==> src/rtl/breath_led_mc_pkg.sv <==
// Shared encodings for the multi-channel breathing-LED engine.
package breath_led_mc_pkg;

  typedef enum logic [1:0] {
    MODE_BREATH    = 2'b00,
    MODE_ON        = 2'b01,
    MODE_OFF       = 2'b10,
    MODE_FADE_HOLD = 2'b11
  } mode_e;

  typedef enum logic [1:0] {
    ST_IDLE = 2'b00,
    ST_RISE = 2'b01,
    ST_FALL = 2'b10,
    ST_HOLD = 2'b11
  } state_e;

  // Counter width that stays legal when the modulus is 1.
  function automatic int cnt_width(input int n);
    return (n > 1) ? $clog2(n) : 1;
  endfunction

endpackage

==> src/rtl/breath_timebase.sv <==
// Shared free-running timebase: PWM tick divider, PWM period counter and
// duty-step divider, all clock-enable based on the single system clock.
module breath_timebase
  import breath_led_mc_pkg::*;
#(
  parameter int TICK_DIV         = 50,
  parameter int PWM_STEPS        = 1000,
  parameter int STEP_PWM_PERIODS = 1,
  parameter int DW               = $clog2(PWM_STEPS + 1)
) (
  input  logic          clk_i,
  input  logic          rst_ni,
  output logic [DW-1:0] pwm_cnt_o,
  output logic          pwm_wrap_o,
  output logic          duty_step_o
);

  localparam int DIV_W  = cnt_width(TICK_DIV);
  localparam int STEP_W = cnt_width(STEP_PWM_PERIODS);

  logic [DIV_W-1:0]  div_q,  div_d;
  logic [DW-1:0]     pwm_q,  pwm_d;
  logic [STEP_W-1:0] step_q, step_d;
  logic              tick_s;

  // Terminal-count decode and next counter values.
  always_comb begin
    tick_s      = (div_q == DIV_W'(TICK_DIV - 1));
    pwm_wrap_o  = tick_s && (pwm_q == DW'(PWM_STEPS - 1));
    duty_step_o = pwm_wrap_o && (step_q == STEP_W'(STEP_PWM_PERIODS - 1));
    if (tick_s) div_d = '0;
    else        div_d = div_q + DIV_W'(1);
    if (pwm_wrap_o)  pwm_d = '0;
    else if (tick_s) pwm_d = pwm_q + DW'(1);
    else             pwm_d = pwm_q;
    if (duty_step_o)     step_d = '0;
    else if (pwm_wrap_o) step_d = step_q + STEP_W'(1);
    else                 step_d = step_q;
  end

  // Counter registers.
  always_ff @(posedge clk_i or negedge rst_ni) begin
    if (!rst_ni) begin
      div_q  <= '0;
      pwm_q  <= '0;
      step_q <= '0;
    end else begin
      div_q  <= div_d;
      pwm_q  <= pwm_d;
      step_q <= step_d;
    end
  end

  assign pwm_cnt_o = pwm_q;

endmodule

==> src/rtl/breath_led_mc.sv <==
// Multi-channel breathing-LED PWM engine: per-channel ramp FSM and PWM
// compare, all channels sharing one timebase.
module breath_led_mc
  import breath_led_mc_pkg::*;
#(
  parameter int   CH_NUM           = 4,
  parameter int   TICK_DIV         = 50,
  parameter int   PWM_STEPS        = 1000,
  parameter int   STEP_PWM_PERIODS = 1,
  parameter logic LED_ACTIVE       = 1'b0,
  localparam int  DW               = $clog2(PWM_STEPS + 1)
) (
  input  logic                 sys_clk,
  input  logic                 sys_rst_n,
  input  logic [CH_NUM-1:0]    en,
  input  logic [2*CH_NUM-1:0]  mode,
  input  logic [CH_NUM*DW-1:0] phase,
  output logic [CH_NUM-1:0]    led,
  output logic [CH_NUM-1:0]    cycle_done
);

  logic [DW-1:0] pwm_cnt_s;
  logic          duty_step_s;

  breath_timebase #(
    .TICK_DIV        (TICK_DIV),
    .PWM_STEPS       (PWM_STEPS),
    .STEP_PWM_PERIODS(STEP_PWM_PERIODS),
    .DW              (DW)
  ) u_timebase (
    .clk_i      (sys_clk),
    .rst_ni     (sys_rst_n),
    .pwm_cnt_o  (pwm_cnt_s),
    .pwm_wrap_o (),
    .duty_step_o(duty_step_s)
  );

  for (genvar g = 0; g < CH_NUM; g++) begin : g_ch
    state_e        state_q, state_d;
    logic [DW-1:0] duty_q, duty_d;
    logic          led_q, led_d;
    logic          done_q, done_d;
    logic          en_s, kill_s;
    mode_e         mode_s;
    logic [DW-1:0] phase_s, duty_inc_s, duty_dec_s;

    assign en_s       = en[g];
    assign mode_s     = mode_e'(mode[2*g +: 2]);
    assign phase_s    = phase[DW*g +: DW];
    // Disable and forced modes win over any duty step in the same cycle.
    assign kill_s     = !en_s || (mode_s == MODE_ON) || (mode_s == MODE_OFF);
    assign duty_inc_s = duty_q + DW'(1);
    assign duty_dec_s = duty_q - DW'(1);

    // State, duty and registered outputs.
    always_ff @(posedge sys_clk or negedge sys_rst_n) begin
      if (!sys_rst_n) begin
        state_q <= ST_IDLE;
        duty_q  <= '0;
        led_q   <= ~LED_ACTIVE;
        done_q  <= 1'b0;
      end else begin
        state_q <= state_d;
        duty_q  <= duty_d;
        led_q   <= led_d;
        done_q  <= done_d;
      end
    end

    // Next-state and duty ramp.
    always_comb begin
      state_d = state_q;
      duty_d  = duty_q;
      done_d  = 1'b0;
      if (kill_s) begin
        state_d = ST_IDLE;
        duty_d  = '0;
      end else begin
        case (state_q)
          ST_IDLE: begin
            if (phase_s >= DW'(PWM_STEPS)) begin
              duty_d  = DW'(PWM_STEPS);
              state_d = (mode_s == MODE_BREATH) ? ST_FALL : ST_HOLD;
            end else begin
              duty_d  = phase_s;
              state_d = ST_RISE;
            end
          end
          ST_RISE: begin
            if (duty_step_s) begin
              duty_d = duty_inc_s;
              if (duty_inc_s == DW'(PWM_STEPS)) begin
                state_d = (mode_s == MODE_BREATH) ? ST_FALL : ST_HOLD;
              end else begin
                state_d = ST_RISE;
              end
            end else begin
              state_d = ST_RISE;
            end
          end
          ST_FALL, ST_HOLD: begin
            // HOLD only leaves the top once breathing is requested again.
            if (duty_step_s && ((state_q == ST_FALL) || (mode_s == MODE_BREATH))) begin
              duty_d = duty_dec_s;
              if (duty_dec_s == '0) begin
                state_d = ST_RISE;
                done_d  = 1'b1;
              end else if (mode_s == MODE_FADE_HOLD) begin
                state_d = ST_RISE;
              end else begin
                state_d = ST_FALL;
              end
            end else begin
              state_d = state_q;
            end
          end
          default: begin
            state_d = ST_IDLE;
            duty_d  = '0;
          end
        endcase
      end
    end

    // LED level: forced modes bypass the PWM compare.
    always_comb begin
      if (!en_s) begin
        led_d = ~LED_ACTIVE;
      end else begin
        case (mode_s)
          MODE_ON:  led_d = LED_ACTIVE;
          MODE_OFF: led_d = ~LED_ACTIVE;
          default:  led_d = (pwm_cnt_s < duty_q) ? LED_ACTIVE : ~LED_ACTIVE;
        endcase
      end
    end

    assign led[g]        = led_q;
    assign cycle_done[g] = done_q;
  end

endmodule

==> config.mk <==
export PLATFORM = sky130hd
export DESIGN_NAME = breath_led_mc
export DESIGN_NICKNAME = d
export VERILOG_FILES = /design/src/rtl/breath_led_mc_pkg.sv /design/src/rtl/breath_timebase.sv /design/src/rtl/breath_led_mc.sv
export SDC_FILE = /design/constraint.sdc
export NUM_CORES = 1
export LEC_CHECK = 0
export BUFFER_PORTS_ARGS = -buffer_cell sky130_fd_sc_hd__buf_2
export CORE_ASPECT_RATIO = 1.1
export CORE_UTILIZATION = 34
export DETAILED_ROUTE_END_ITERATION = 8
export PLACE_DENSITY = 0.58
export SYNTH_ARGS = -nofsm -noshare
export SYNTH_HDL_FRONTEND = slang
export SYNTH_HIERARCHICAL = 1
export SYNTH_SLANG_ARGS = --single-unit
==> constraint.sdc <==
create_clock -name sys_clk -period 3.3 [get_ports sys_clk]
set_input_delay 0.33 -clock sys_clk [delete_from_list [all_inputs] [get_ports sys_clk]]
set_output_delay 0.33 -clock sys_clk [all_outputs]
set_load 0.01 [all_outputs]
==> metrics.csv, run 1 <==
metric,value,unit
die area,0.0222,sq mm
max incr delay on CP,0.49,ns
Post-synth top flop,dfrtp_1,
"area leader, netlist",dfrtp_1,
clk sink count,73,
Place WS,0.211,ns
area of the multi-input gates,0.00494,sq mm
Syn Area/Cell,7.77,sq um
GRT Util Overall,20.2,%
Mapped Nets,1069,
"Req. time, crit path",3.57,ns
setup_tns,0,ns
CTS root buf,clkbuf_16,
Slew Limit Headroom,30.1,%
Tightest Pin Transition,1.05,ns
Boundary Pins,62,
filler instances,2155,
Pleak,3.47,nW
drt total wl,21800,microns
unrepaired setup endpoints after global routing,false,
synth unique cells,80,
status,"complete, no violations",
Synth Instances,944,
Final Non-Filler Cells,1266,
"top cells by count, synth","nand2_1 (79), nor2_1 (76), ha_1 (71)",
# diodes,0,
CTS Hold Bufs,0,
Peak VDD IR,0.232,mV
Inst Count DP,1250,
net count reported at finish,1101,
area growth from synthesis to layout,11.9,%
initial core utilization,35.2,%
Worst Path Max Fanout,7,
#FFs+latches synth,73,
Worst setup EP type,flip-flop,
antenna-violating nets left,0,
clock-pin slew on the worst setup and hold paths,0.07,ns
Buf/Inv on CP,2,
Die Ht,156,microns
clk_skew,0.0111,ns
Fmax,326,MHz
period utilization,93.1,%
Iteration-0 DRC Markers,697,
first-pass GRT wire length,35500,microns
minimum clock period,3.07,ns
P per Cell Area,386,mW/mm^2
Final Hold Viols,0,
post-synthesis cell area,0.00733,sq mm
vias per std cell,5.70,
Post-synth EDFFs,0,
H-tree levels,3,
DR pass1 iterations,5,
register area,0.00183,sq mm
DRC Markers,0,
Core ar.,0.0209,sq mm
initial antenna violation count,0,
Yosys top cell area share,23.5,%
asr flop ratio synth,100,%
RD Place Congestion,0.925,
largest net degree at the start of global routing,74,
worst hold slack,0.160,ns
Top delay family on crit path,simple AND/OR/NAND/NOR gates,
HPWL after DPL,15800,microns
routed via count,7220,
Max Transition Viols Final,0,
critical path arrival,3.34,ns
Crit Path Class,flip-flop to flip-flop,
CTS Buffer Depth,2,
fin worst setup slack,0.229,ns
Worst-Skew Late Latency,0.35,ns
cell row count,55,
wire per inst,17.2,microns
"top cells by area, synth","dfrtp_1 (24%), ha_1 (12%), xnor2_1 (4.5%)",
Tot Pwr,3.17,mW
vias in the first global route,6837,
Port Buffer Count,61,
slowest cell on the critical path,a2111oi_1,
fin util,39.4,%
remaining global-route overflow,0,
setup violators final,0,
Post-DP Area,0.00788,sq mm
startpoint types,flip-flop,
CTS Buf Count,9,
CP Cell Sequence,inv_1 > ha_1 > or3b_1 > or2_4 > nor4_4 > and2b_1 > buf_4 > and3_1 > nand4_1 > a2111oi_1 > nand4_1 > a21oi_1,
yosys warns,6,
type of the most critical hold path,primary input to asynchronous set/reset pin,
"Top cell by count, worst path",nand4_1,
"count leader, synth",nand2_1,
sequential area share after synthesis,25.0,%
"Non-Filler Cell Area, Final",0.00821,sq mm
Maximum Capacitance Violations,0,
ratio of cells with drive above 1 in the final layout,12.7,%
Die X,142,microns
TritonCTS clock tree,yes,
per-layer routing:
metal	up-vias	GRT usage (%)	wire length (microns)
li1	3501	-	-
met1	3450	26.3	9700
met2	230	33.3	10500
met3	39	2.39	972
met4	0	9.17	627
met5	-	0	0
worst reg2reg max path: stages, from the launching register on:
cell and delay (ns):
dfrtp_1 0.40, inv_1 0.06, ha_1 0.12, or3b_1 0.36
or2_4 0.29, nor4_4 0.28, and2b_1 0.20, buf_4 0.16
and3_1 0.21, nand4_1 0.12, a2111oi_1 0.49, nand4_1 0.14
a21oi_1 0.16
path summary, 6_finish.rpt:
check	slack, ns	end	from	cells after the start
worst max-delay path	0.23	g_ch[3].state_q[1]$_DFFE_PN0P_	u_timebase/div_q[1]$_DFF_PN0_	12
worst min-delay path	0.16	g_ch[2].duty_q[8]$_DFFE_PN0P_	sys_rst_n	1
worst max register to register	0.23	g_ch[3].state_q[1]$_DFFE_PN0P_	u_timebase/div_q[1]$_DFF_PN0_	12
worst min register to register	0.50	u_timebase/step_q$_DFFE_PN0P_	u_timebase/step_q$_DFFE_PN0P_	1
max in group asynchronous	2.46	g_ch[3].duty_q[4]$_DFFE_PN0P_	sys_rst_n	1
min in group sys_clk	0.16	g_ch[1].led_q$_DFF_PN1_	en[1]	2
final cells by class:
cell class | instances | share of cell area [%]
Clock buffer | 11 | 3.08
Clock inverter | 5 | 0.945
Inverter | 67 | 3.06
Multi-Input combinational cell | 739 | 60.2
Sequential cell | 73 | 22.3
Tap cell | 285 | 4.34
Timing Repair Buffer | 86 | 6.04
placed cells by master (no fill, tap or decap), types with 5 or more instances in the layout:
| cell type | instances |
|---|---|
| nand2_1 | 79 |
| nor2_1 | 76 |
| ha_1 | 71 |
| dfrtp_1 | 69 |
| inv_1 | 66 |
| o21ai_0 | 63 |
| buf_2 | 60 |
| a21oi_1 | 55 |
| nand3_1 | 41 |
| xnor2_1 | 38 |
| nor3_1 | 32 |
| buf_4 | 26 |
| nor4_1 | 21 |
| a31oi_1 | 19 |
| a21o_1 | 18 |
| a211oi_1 | 15 |
| nand4_1 | 14 |
| nor2b_1 | 13 |
| o211ai_1 | 12 |
| or3_1 | 12 |
| o22ai_1 | 11 |
| nand2b_1 | 9 |
| o21a_1 | 9 |
| clkbuf_16 | 9 |
| o32ai_1 | 8 |
| a22oi_1 | 7 |
| mux2i_1 | 7 |
| and3_1 | 6 |
| nor3b_1 | 5 |
| and2_1 | 5 |
| a22o_1 | 5 |
registers in the layout (all words and copies together), names as in the netlist:
signal,cells
u_timebase/pwm_cnt_o,10
u_timebase/step_q,1
g_ch.done_q,4
u_timebase/div_q,6
g_ch.led_q,4
g_ch.state_q,8
g_ch.duty_q,40
what timing repair did:
action	in CTS	in global routing
gates resized for setup	0	1
endpoints found under the hold margin	0	0
setup endpoints to repair	0	1
setup buffers	0	0
cell families (layout without fill, tap and decap cells):
kind of cell,after synthesis,count (layout),synth area share (%)
simple gates,346,346,24.6
compound gates,270,270,24.2
buf+inv,132,169,7.63
flops,73,73,25.0
fa+ha+maj,71,71,12.1
xor+xnor,42,42,5.02
mux,10,10,1.42
where the power goes:
part / total [mW] / leakage (nW) / switching, mW / internal (mW)
clock network: 1.13 / 0.162 / 0.429 / 0.702
logic: 0.945 / 2.34 / 0.541 / 0.404
registers: 1.09 / 0.970 / 0.140 / 0.954
total: 3.17 / 3.47 / 1.11 / 2.06
Note: power is estimated with default switching activity, not from simulation.
==> run 2, diff against run 1 <==
--- a/config.mk
+++ b/config.mk
@@ -9,7 +9,7 @@
 export CORE_ASPECT_RATIO = 1.1
 export CORE_UTILIZATION = 34
 export DETAILED_ROUTE_END_ITERATION = 8
-export PLACE_DENSITY = 0.58
+export PLACE_DENSITY = 0.57
 export SYNTH_ARGS = -nofsm -noshare
 export SYNTH_HDL_FRONTEND = slang
 export SYNTH_HIERARCHICAL = 1
==> metrics.csv, run 2 (synthesis gave the netlist of run 1 again) <==
metric,value,unit
CTS root buf,clkbuf_16,
period utilization,90.8,%
"Non-Filler Cell Area, Final",0.00821,sq mm
area growth from synthesis to layout,12.0,%
unrepaired setup endpoints after global routing,false,
Maximum Capacitance Violations,0,
critical path startpoint,u_timebase/div_q[1]$_DFF_PN0_,
"most common cell after layout, fill and taps aside",nand2_1,
Iteration-0 DRC Markers,677,
setup_tns,0,ns
antenna-violating nets left,0,
HPWL after DPL,16100,microns
Worst setup EP type,flip-flop,
# diodes,0,
H-tree levels,3,
Final Hold Viols,0,
Max Transition Viols Final,0,
clk sink count,73,
ratio of cells with drive above 1 in the final layout,12.7,%
die area,0.0222,sq mm
first-pass GRT wire length,36000,microns
type of the most critical hold path,primary input to flip-flop,
Worst Path Max Fanout,21,
initial antenna violation count,0,
DRC Markers,0,
"Req. time, crit path",3.57,ns
Fmax,334,MHz
remaining global-route overflow,0,
minimum clock period,3.00,ns
CTS Buf Count,9,
DR pass1 iterations,5,
routed via count,7207,
register with the most flip-flops,g_ch.duty_q,
Peak VDD IR,0.284,mV
Pleak,3.47,nW
Die X,142,microns
vias per std cell,5.68,
worst hold slack,0.147,ns
drt total wl,21800,microns
initial core utilization,35.2,%
vias in the first global route,6942,
startpoint types,flip-flop,
Die Ht,156,microns
setup violators final,0,
Boundary Pins,62,
Crit Path Class,flip-flop to flip-flop,
clock-pin slew on the worst setup and hold paths,0.06,ns
wire per inst,17.2,microns
Worst-Skew Late Latency,0.35,ns
Core ar.,0.0209,sq mm
"commonest cells after routing, fill and taps aside","nand2_1 (79), nor2_1 (76), ha_1 (71)",
Slew Limit Headroom,47.9,%
Port Buffer Count,61,
GRT Util Overall,20.5,%
Tightest Pin Transition,0.781,ns
RD Place Congestion,0.891,
net count reported at finish,1104,
CTS Buffer Depth,2,
critical path arrival,3.26,ns
reg2reg start,u_timebase/div_q[1]$_DFF_PN0_,
max FFs per register,40,
largest net degree at the start of global routing,39,
P per Cell Area,379,mW/mm^2
post-CTS setup buffer count,0,
startpoint of the worst hold path,en[1],
cell row count,55,
status,"complete, no violations",
Post-DP Area,0.00789,sq mm
fin util,39.4,%
TritonCTS clock tree,yes,
Post-CTS Resized,0,
clk_skew,0.00891,ns
==> run 2: cell types whose count changed in the layout (fill, tap and decap cells not counted), sizes merged <==
| cell | previous run | this run |
|---|---|---|
| clkinvlp | 1 | 0 |
| clkinv | 3 | 2 |
| buf | 86 | 88 |
| bufinv | 2 | 1 |
| dlygate4sd3 | 0 | 1 |
| clkbuf | 11 | 14 |
==> run 2: stage by stage <==
step           std cells  power (mW)  setup slack [ns]
4_1_cts             1269        3.13             0.308
5_1_grt             1269        3.29            0.0623
3_5_place_dp        1252        2.05             0.316
3_3_place_gp        1252        2.05             0.342
2_1_floorplan        944        1.78             0.154
6_report            1269        3.11             0.305
==> run 2: power by group <==
part	internal, mW	switching, mW
sequential	0.954	0.144
clock	0.648	0.416
combinational	0.407	0.539
total	2.01	1.10
==> run 2: layout make-up <==
type,instances,area (sq um)
tap,285,357
multi-input combinational,739,4940
inverter,67,251
clock inverter,2,35.0
fill,2157,12600
clock buffer,14,274
sequential,73,1830
timing repair buffer,89,520
==> run 2: what timing repair did <==
action,in CTS,in global routing
hold buffers,1,0
endpoints found under the setup margin,0,0
endpoints found under the hold margin,30,0
==> run 2: routing by layer <==
layer / global-route usage (%) / share of wire, %
met1: 27.2 / 46
met2: 33.5 / 47
met3: 2.27 / 4.1
met4: 9.11 / 2.6
met5: 0 / 0
==> run 2: worst max-delay path, cell delays in order, from the launching register on <==
cell and delay (ns):
dfrtp_1 0.40, inv_1 0.07, ha_1 0.12, or3b_1 0.36, or2_4 0.29, nor4_4 0.28
and2b_1 0.21, inv_1 0.09, o21ai_0 0.24, o21ai_1 0.10, buf_4 0.21, nor2_1 0.22
o211ai_1 0.13, a31oi_1 0.19
==> run 2: worst paths after layout <==
check | end | slack [ns] | cells past startpoint
worst max-delay path | g_ch[1].duty_q[7]$_DFFE_PN0P_ | 0.30 | 13
worst min-delay path | g_ch[1].led_q$_DFF_PN1_ | 0.15 | 2
worst max register to register | g_ch[1].duty_q[7]$_DFFE_PN0P_ | 0.30 | 13
worst min register to register | u_timebase/step_q$_DFFE_PN0P_ | 0.51 | 1
max in group asynchronous | g_ch[0].led_q$_DFF_PN1_ | 2.05 | 3
min in group asynchronous | g_ch[2].state_q[0]$_DFFE_PN0P_ | 0.50 | 2
